--- src/rtl/mcif_wr_arbiter_pkg.sv ---
// Shared definitions for the MCIF write-request arbiter.
// Holds the payload field layout, default sizing and FSM state encoding.
package mcif_wr_arbiter_pkg;

    localparam int N_REQ_DEF     = 4;
    localparam int LEN_W_DEF     = 4;
    localparam int DAT_W_DEF     = 32;
    localparam int TAG_DEPTH_DEF = 4;

    localparam int ADDR_LSB = 0;
    localparam int LEN_LSB  = 32;

    typedef enum logic [1:0] {
        ST_IDLE = 2'd0,
        ST_CMD  = 2'd1,
        ST_DATA = 2'd2
    } arb_state_e;

    function automatic int pd_width(input int len_w, input int dat_w);
        return 2 + len_w + 32 + dat_w;
    endfunction

    function automatic int nonposted_bit(input int len_w);
        return LEN_LSB + len_w;
    endfunction

    function automatic int cmd_flag_bit(input int pd_w);
        return pd_w - 1;
    endfunction

    function automatic int id_width(input int n);
        return (n > 1) ? $clog2(n) : 1;
    endfunction

endpackage

--- src/rtl/mcif_tag_fifo.sv ---
// Small synchronous FIFO of requester ids for outstanding nonposted bursts.
// A pop frees its slot in the same cycle, so push+pop on a full FIFO is accepted.
module mcif_tag_fifo
    import mcif_wr_arbiter_pkg::*;
#(
    parameter int DEPTH = TAG_DEPTH_DEF,
    parameter int W     = 2
) (
    input  logic         clk,
    input  logic         rst,
    input  logic         i_push,
    input  logic [W-1:0] i_data,
    input  logic         i_pop,
    output logic [W-1:0] o_data,
    output logic         o_full,
    output logic         o_empty
);

    localparam int AW = (DEPTH > 1) ? $clog2(DEPTH) : 1;

    logic [W-1:0] r_mem [DEPTH];
    logic [AW:0]  r_wptr;
    logic [AW:0]  r_rptr;
    logic         w_do_push;
    logic         w_do_pop;

    assign o_empty = (r_wptr == r_rptr);
    assign o_full  = (r_wptr[AW] != r_rptr[AW]) &&
                     (r_wptr[AW-1:0] == r_rptr[AW-1:0]);
    assign o_data  = r_mem[r_rptr[AW-1:0]];

    assign w_do_pop  = i_pop & ~o_empty;
    assign w_do_push = i_push & (~o_full | w_do_pop);

    always_ff @(posedge clk or posedge rst) begin
        if (rst) begin
            r_wptr <= '0;
            r_rptr <= '0;
        end else begin
            if (w_do_push) r_wptr <= r_wptr + 1'b1;
            if (w_do_pop)  r_rptr <= r_rptr + 1'b1;
        end
    end

    always_ff @(posedge clk) begin
        if (w_do_push) r_mem[r_wptr[AW-1:0]] <= i_data;
    end

endmodule

--- src/rtl/mcif_wr_arbiter.sv ---
// Round-robin arbiter sharing the MCIF write-request channel between wdma blocks.
// Grants are locked for a whole burst; completions are routed back by issue order.
module mcif_wr_arbiter
    import mcif_wr_arbiter_pkg::*;
#(
    parameter int N_REQ     = N_REQ_DEF,
    parameter int LEN_W     = LEN_W_DEF,
    parameter int DAT_W     = DAT_W_DEF,
    parameter int PD_W      = pd_width(LEN_W, DAT_W),
    parameter int TAG_DEPTH = TAG_DEPTH_DEF
) (
    input  logic                  clk,
    input  logic                  rst,
    input  logic [N_REQ-1:0]      req_vld,
    output logic [N_REQ-1:0]      req_rdy,
    input  logic [N_REQ*PD_W-1:0] req_pd,
    output logic                  mcif_wr_req_vld,
    input  logic                  mcif_wr_req_rdy,
    output logic [PD_W-1:0]       mcif_wr_req_pd,
    input  logic                  mcif_wr_rsp_complete,
    output logic [N_REQ-1:0]      rsp_complete,
    output logic                  err_orphan
);

    localparam int ID_W          = id_width(N_REQ);
    localparam int CMD_FLAG_BIT  = cmd_flag_bit(PD_W);
    localparam int NONPOSTED_BIT = nonposted_bit(LEN_W);

    arb_state_e       r_state;
    logic [ID_W-1:0]  r_grant;
    logic [ID_W-1:0]  r_rr_ptr;
    logic [LEN_W-1:0] r_beat_cnt;
    logic [LEN_W-1:0] r_len_q;
    logic             r_err_orphan;

    logic [PD_W-1:0]  w_pd [N_REQ];
    logic [N_REQ-1:0] w_elig;
    logic             w_found;
    logic [ID_W-1:0]  w_pick;
    logic [ID_W:0]    w_idx;
    logic             w_busy;
    logic             w_hs;
    logic             w_push;
    logic             w_pop;
    logic [ID_W-1:0]  w_head;
    logic             w_full;
    logic             w_empty;
    logic [ID_W-1:0]  w_rr_next;

    for (genvar g = 0; g < N_REQ; g++) begin : g_req
        assign w_pd[g]   = req_pd[g*PD_W +: PD_W];
        assign w_elig[g] = req_vld[g] & w_pd[g][CMD_FLAG_BIT] &
                           ~(w_pd[g][NONPOSTED_BIT] & w_full);
    end

    // First eligible requester at or after the round-robin pointer
    always_comb begin
        w_found = 1'b0;
        w_pick  = '0;
        w_idx   = '0;
        for (int k = 0; k < N_REQ; k++) begin
            w_idx = {1'b0, r_rr_ptr} + (ID_W+1)'(k);
            if (w_idx >= (ID_W+1)'(N_REQ)) w_idx = w_idx - (ID_W+1)'(N_REQ);
            if (!w_found && w_elig[w_idx[ID_W-1:0]]) begin
                w_found = 1'b1;
                w_pick  = w_idx[ID_W-1:0];
            end
        end
    end

    assign w_busy = (r_state != ST_IDLE);

    always_comb begin
        mcif_wr_req_vld = 1'b0;
        mcif_wr_req_pd  = '0;
        req_rdy         = '0;
        if (w_busy) begin
            mcif_wr_req_vld  = req_vld[r_grant];
            mcif_wr_req_pd   = w_pd[r_grant];
            req_rdy[r_grant] = mcif_wr_req_rdy;
        end
    end

    assign w_hs   = mcif_wr_req_vld & mcif_wr_req_rdy;
    assign w_push = (r_state == ST_CMD) & w_hs & mcif_wr_req_pd[NONPOSTED_BIT];
    assign w_pop  = mcif_wr_rsp_complete & ~w_empty;

    assign rsp_complete = w_pop ? (N_REQ'(1) << w_head) : '0;
    assign err_orphan   = r_err_orphan;

    assign w_rr_next = (r_grant == ID_W'(N_REQ-1)) ? '0 : r_grant + 1'b1;

    mcif_tag_fifo #(
        .DEPTH (TAG_DEPTH),
        .W     (ID_W)
    ) u_tag_fifo (
        .clk     (clk),
        .rst     (rst),
        .i_push  (w_push),
        .i_data  (r_grant),
        .i_pop   (w_pop),
        .o_data  (w_head),
        .o_full  (w_full),
        .o_empty (w_empty)
    );

    always_ff @(posedge clk or posedge rst) begin
        if (rst) begin
            r_state      <= ST_IDLE;
            r_grant      <= '0;
            r_rr_ptr     <= '0;
            r_beat_cnt   <= '0;
            r_len_q      <= '0;
            r_err_orphan <= 1'b0;
        end else begin
            // A completion with nothing outstanding cannot be routed
            if (mcif_wr_rsp_complete & w_empty) r_err_orphan <= 1'b1;
            unique case (r_state)
                ST_IDLE: begin
                    if (w_found) begin
                        r_grant <= w_pick;
                        r_state <= ST_CMD;
                    end
                end
                ST_CMD: begin
                    if (w_hs) begin
                        r_len_q    <= mcif_wr_req_pd[LEN_LSB +: LEN_W];
                        r_beat_cnt <= '0;
                        r_state    <= ST_DATA;
                    end
                end
                ST_DATA: begin
                    if (w_hs) begin
                        r_beat_cnt <= r_beat_cnt + 1'b1;
                        if (r_beat_cnt == r_len_q) begin
                            r_rr_ptr <= w_rr_next;
                            r_state  <= ST_IDLE;
                        end
                    end
                end
                default: r_state <= ST_IDLE;
            endcase
        end
    end

endmodule

--- config.mk ---
export PLATFORM = sky130hd
export DESIGN_NAME = mcif_wr_arbiter
export DESIGN_NICKNAME = d
export VERILOG_FILES = /design/src/rtl/mcif_wr_arbiter_pkg.sv /design/src/rtl/mcif_tag_fifo.sv /design/src/rtl/mcif_wr_arbiter.sv
export SDC_FILE = /design/constraint.sdc
export NUM_CORES = 1
export LEC_CHECK = 0
export CORE_AREA = 2 2 143 145
export CTS_CLUSTER_SIZE = 10
export DETAILED_ROUTE_END_ITERATION = 8
export DIE_AREA = 0 0 145 147
export PLACE_DENSITY = 0.62
export SYNTH_ARGS = -nofsm -noshare
export SYNTH_HDL_FRONTEND = slang
export SYNTH_SLANG_ARGS = --single-unit
--- constraint.sdc ---
create_clock -name clk -period 4.9 [get_ports clk]
set_clock_uncertainty 0.2 [all_clocks]
set_input_delay 0.49 -clock clk [delete_from_list [all_inputs] [get_ports clk]]
set_output_delay 0.49 -clock clk [all_outputs]
set_load 0.02 [all_outputs]
==> results.txt <==
The total length of routed met2 wires came out at 10.5 mm. Of the total power, combinational logic draws 75.7%. The utilization after layout came out at 40.2%. The number of pins with negative max-slew slack in the final report was 0.

The worst setup path is captured at an output pin. In this run switching power makes up 43.9% of total power. With fillers left out, the area of the finished cells amounts to 7980 um2.

The final setup TNS came out at 0 ns. The area of the mapped netlist is 3880 um2. In this run, distinct cell masters in the synthesized netlist total 52.

The area of the core came out at 19,800 um2. The critical path is of the reg2out type. Detailed routing placed a total of 1.62 mm of wire on met3. The register area share after synthesis came out at 19.7%.

Yosys attributes the largest share of cell area to mux4_2 (42%), dfrtp_1 (14%), and2_1 (12%). The most frequently used flop master after synthesis is dfrtp_1. The share of total power in the clock network is 8.4%. Entering global routing, the biggest net connects 80 pins.

The cell count after synthesis is 319. TritonCTS built the clock tree. The most critical setup path has its endpoint at mcif_wr_req_pd[41]. Clock tree synthesis selected as its root buffer the cell clkbuf_16. The average wire length per cell after detail routing came out at 21.8 um. The total nets after synthesis is 617. The commonest cells after synthesis are and2_1 (75), mux4_2 (72), dfrtp_1 (21). The run finished with clean final reports.

The number of clock sinks came out at 29. The vias after detailed routing came out at 4,374. The number of violations of the max-capacitance limit came out at 0.

The via-per-instance ratio came out at 4.64. Setup violations remaining at the end of the flow were counted as 0. The starting DRC count in detailed routing came out at 216. The die covers 21,300 um2. The initial antenna violation count came to 6. The horizontal extent of the die is 145 um. Measured against its own limit, the worst slew margin works out to 24.0%. The worst hold path belongs to the class reg2reg.

The post-place setup slack is 1.65 ns. The total count of hold-check failures in the final report came out at 0. The topmost layer with routed signal wires is met5. The hold buffer count at CTS is 0. The power dissipated by switching net loads is 1.58 mW. The maximum clock frequency came out at 285 MHz. The worst path uses 71.5% of the clock period. The final weighted congestion of routability-driven global placement came out at 0.922.

The number of enable flip-flop cells after synthesis is 8. The largest total area in the synthesized netlist belongs to mux4_2. The maximum clock path buffer count is 2.

The count of port buffers added during placement is 367. The total routing usage reported by global routing is 18.5%. The warning count from the yosys run came out at 0. The dominant cell by count in the synthesized netlist is and2_1. Relative to the synthesized area, the layout overhead comes to 105%. Post-CTS repair changed the size of 0 cells. The biggest fanout along the worst timing path came out at 31. The worst register-to-register path ends at r_rr_ptr[1].

The post-layout minimum cycle time came out at 3.50 ns. In this run, CTS created clock tree buffers numbering 5. The via count of the first global-routing pass is 4,774. The arrival time at the worst endpoint came out at 2.81 ns. The worst-case setup margin in the final layout is 1.40 ns.

The number of antenna-violating nets in the routed design came out at 0. The depth of the most critical reg-to-reg path came out at 5. In this run the worst setup path begins at r_grant[0].

The part of the total power dissipated in sequential elements is 15.9%. The post-CTS setup repair buffer count is 0. Counting flops with an async set or reset pin after synthesis yields a share of 72.4%. The total length of routed wires came out at 20.6 mm. In this run the critical register-to-register path is launched from r_grant[1]. The register clock-pin slew on the reported worst setup and hold paths is 0.05 ns. The reg-to-reg setup timing slack is 1.81 ns.

The number of synthesized register bits is 29. For the worst setup path, the data required time is 4.21 ns. The detailed router put a total of 7.82 mm of wire on met1. The global-route wire length before repair is 29.8 mm. For this design the ratio of total power to cell area is 451 nW/um2. The layout net count is 968. The worst setup path is launched from a flop. The later pin in the worst-skew pair is clocked with a latency of 0.28 ns.

The static leakage came out at 2.82 nW. In this run the count of I/O pins placed on the die edge is 368. The floorplan row count came out at 52.

The instance area at placement is 7830 um2. The number of remaining DRC errors is 0. The residual overflow from global routing came out at 0.

The placed wire-length estimate came out at 17.5 mm. The height of the die came out at 147 um. The slew at the pin closest to its max-slew limit came out at 1.14 ns.

Once the floorplan was initialized, standard cells occupied 19.6% of the core. The worst-case vdd ir drop came out at 0.232 mV. The pre-antenna-repair detailed-routing pass consisted of 4 iterations. The H-tree depth reported by CTS came out at 2. Setup repair after global routing left no endpoint under its margin. The area share of the largest cell type after synthesis came out at 41.7%. The post-synthesis average cell area came out at 12.2 um2. The internal portion of the total power is 2.02 mW. Cells with a size suffix above 1 make up 15.1% of the layout.
==> cells in the final DEF (no fill, tap or decap), types with 4 or more instances in the layout <==
cell type / instances
nand2_1: 20
dfrtp_1: 19
nor3_1: 4
nor2_1: 4
and2_1: 75
mux4_2: 72
edfxtp_1: 8
inv_1: 7
o21ai_0: 6
and3_1: 6
clkdlybuf4s50_1: 367
xnor2_1: 7
ha_1: 10
clkbuf_16: 5
mux2_2: 5
nand3_1: 4
==> state kept, by name (all words and copies together), names as in the netlist <==
register           cells
u_tag_fifo.r_mem       8
err_orphan             1
u_tag_fifo.r_rptr      3
r_grant                2
r_len_q                4
u_tag_fifo.r_wptr      3
r_state                2
r_rr_ptr               2
r_beat_cnt             4
==> worst min-delay path by stage <==
stage,startpoint,end,slack [ns],cells after the start
final,err_orphan,err_orphan,0.25,1
after floorplan,r_rr_ptr[0],r_rr_ptr[0],0.26,1
after global placement,err_orphan,err_orphan,0.24,1
after detailed placement,err_orphan,err_orphan,0.25,1
after global routing,err_orphan,err_orphan,0.27,1
after CTS,err_orphan,err_orphan,0.26,1
==> cell families after synthesis <==
kind of cell / count (synthesis) / synth area share, %
compound gates: 32 / 7.02
buf+inv: 34 / 3.67
fa+ha+maj: 10 / 3.22
simple gates: 123 / 18.3
flops: 29 / 19.7
mux: 80 / 44.4
xor+xnor: 11 / 3.64
==> routing by layer <==
metal  global-route usage [%]  vias to the layer above
met5                        0                        -
met3                     5.87                       43
met2                     32.8                      198
met1                     21.2                     2163
met4                     6.19                        8
li1                         -                     1962
==> per-stage QoR <==
step | instances | hold slack [ns] | power, mW
floorplan | 319 | 0.258 | 2.10
global placement | 933 | 0.241 | 3.29
detailed placement | 933 | 0.246 | 3.32
CTS | 941 | 0.258 | 3.64
global route | 943 | 0.268 | 3.82
finish | 943 | 0.253 | 3.60
==> power groups by stage <==
stage / registers, mW / clock network [mW] / logic [mW]
floorplan: 0.413 / 0 / 1.69
global placement: 0.574 / 0 / 2.72
detailed placement: 0.583 / 0 / 2.73
CTS: 0.579 / 0.307 / 2.75
global route: 0.601 / 0.319 / 2.90
finish: 0.574 / 0.301 / 2.73
==> critical path: stages (launching register included) <==
cell	delay, ns
dfrtp_4	0.80
buf_4	0.43
mux4_2	0.54
and2_1	0.17
clkdlybuf4s50_1	0.57
==> final cells by class <==
class	instances	area (um2)
Tap cell	270	338
Multi-Input combinational cell	256	2980
Fill cell	1897	11900
Clock inverter	3	22.5
Sequential cell	29	773
Timing Repair Buffer	371	3720
Clock buffer	5	125
Antenna cell	2	5.00
Inverter	7	26.3
No activity file was read; power rests on OpenSTA's default activity.
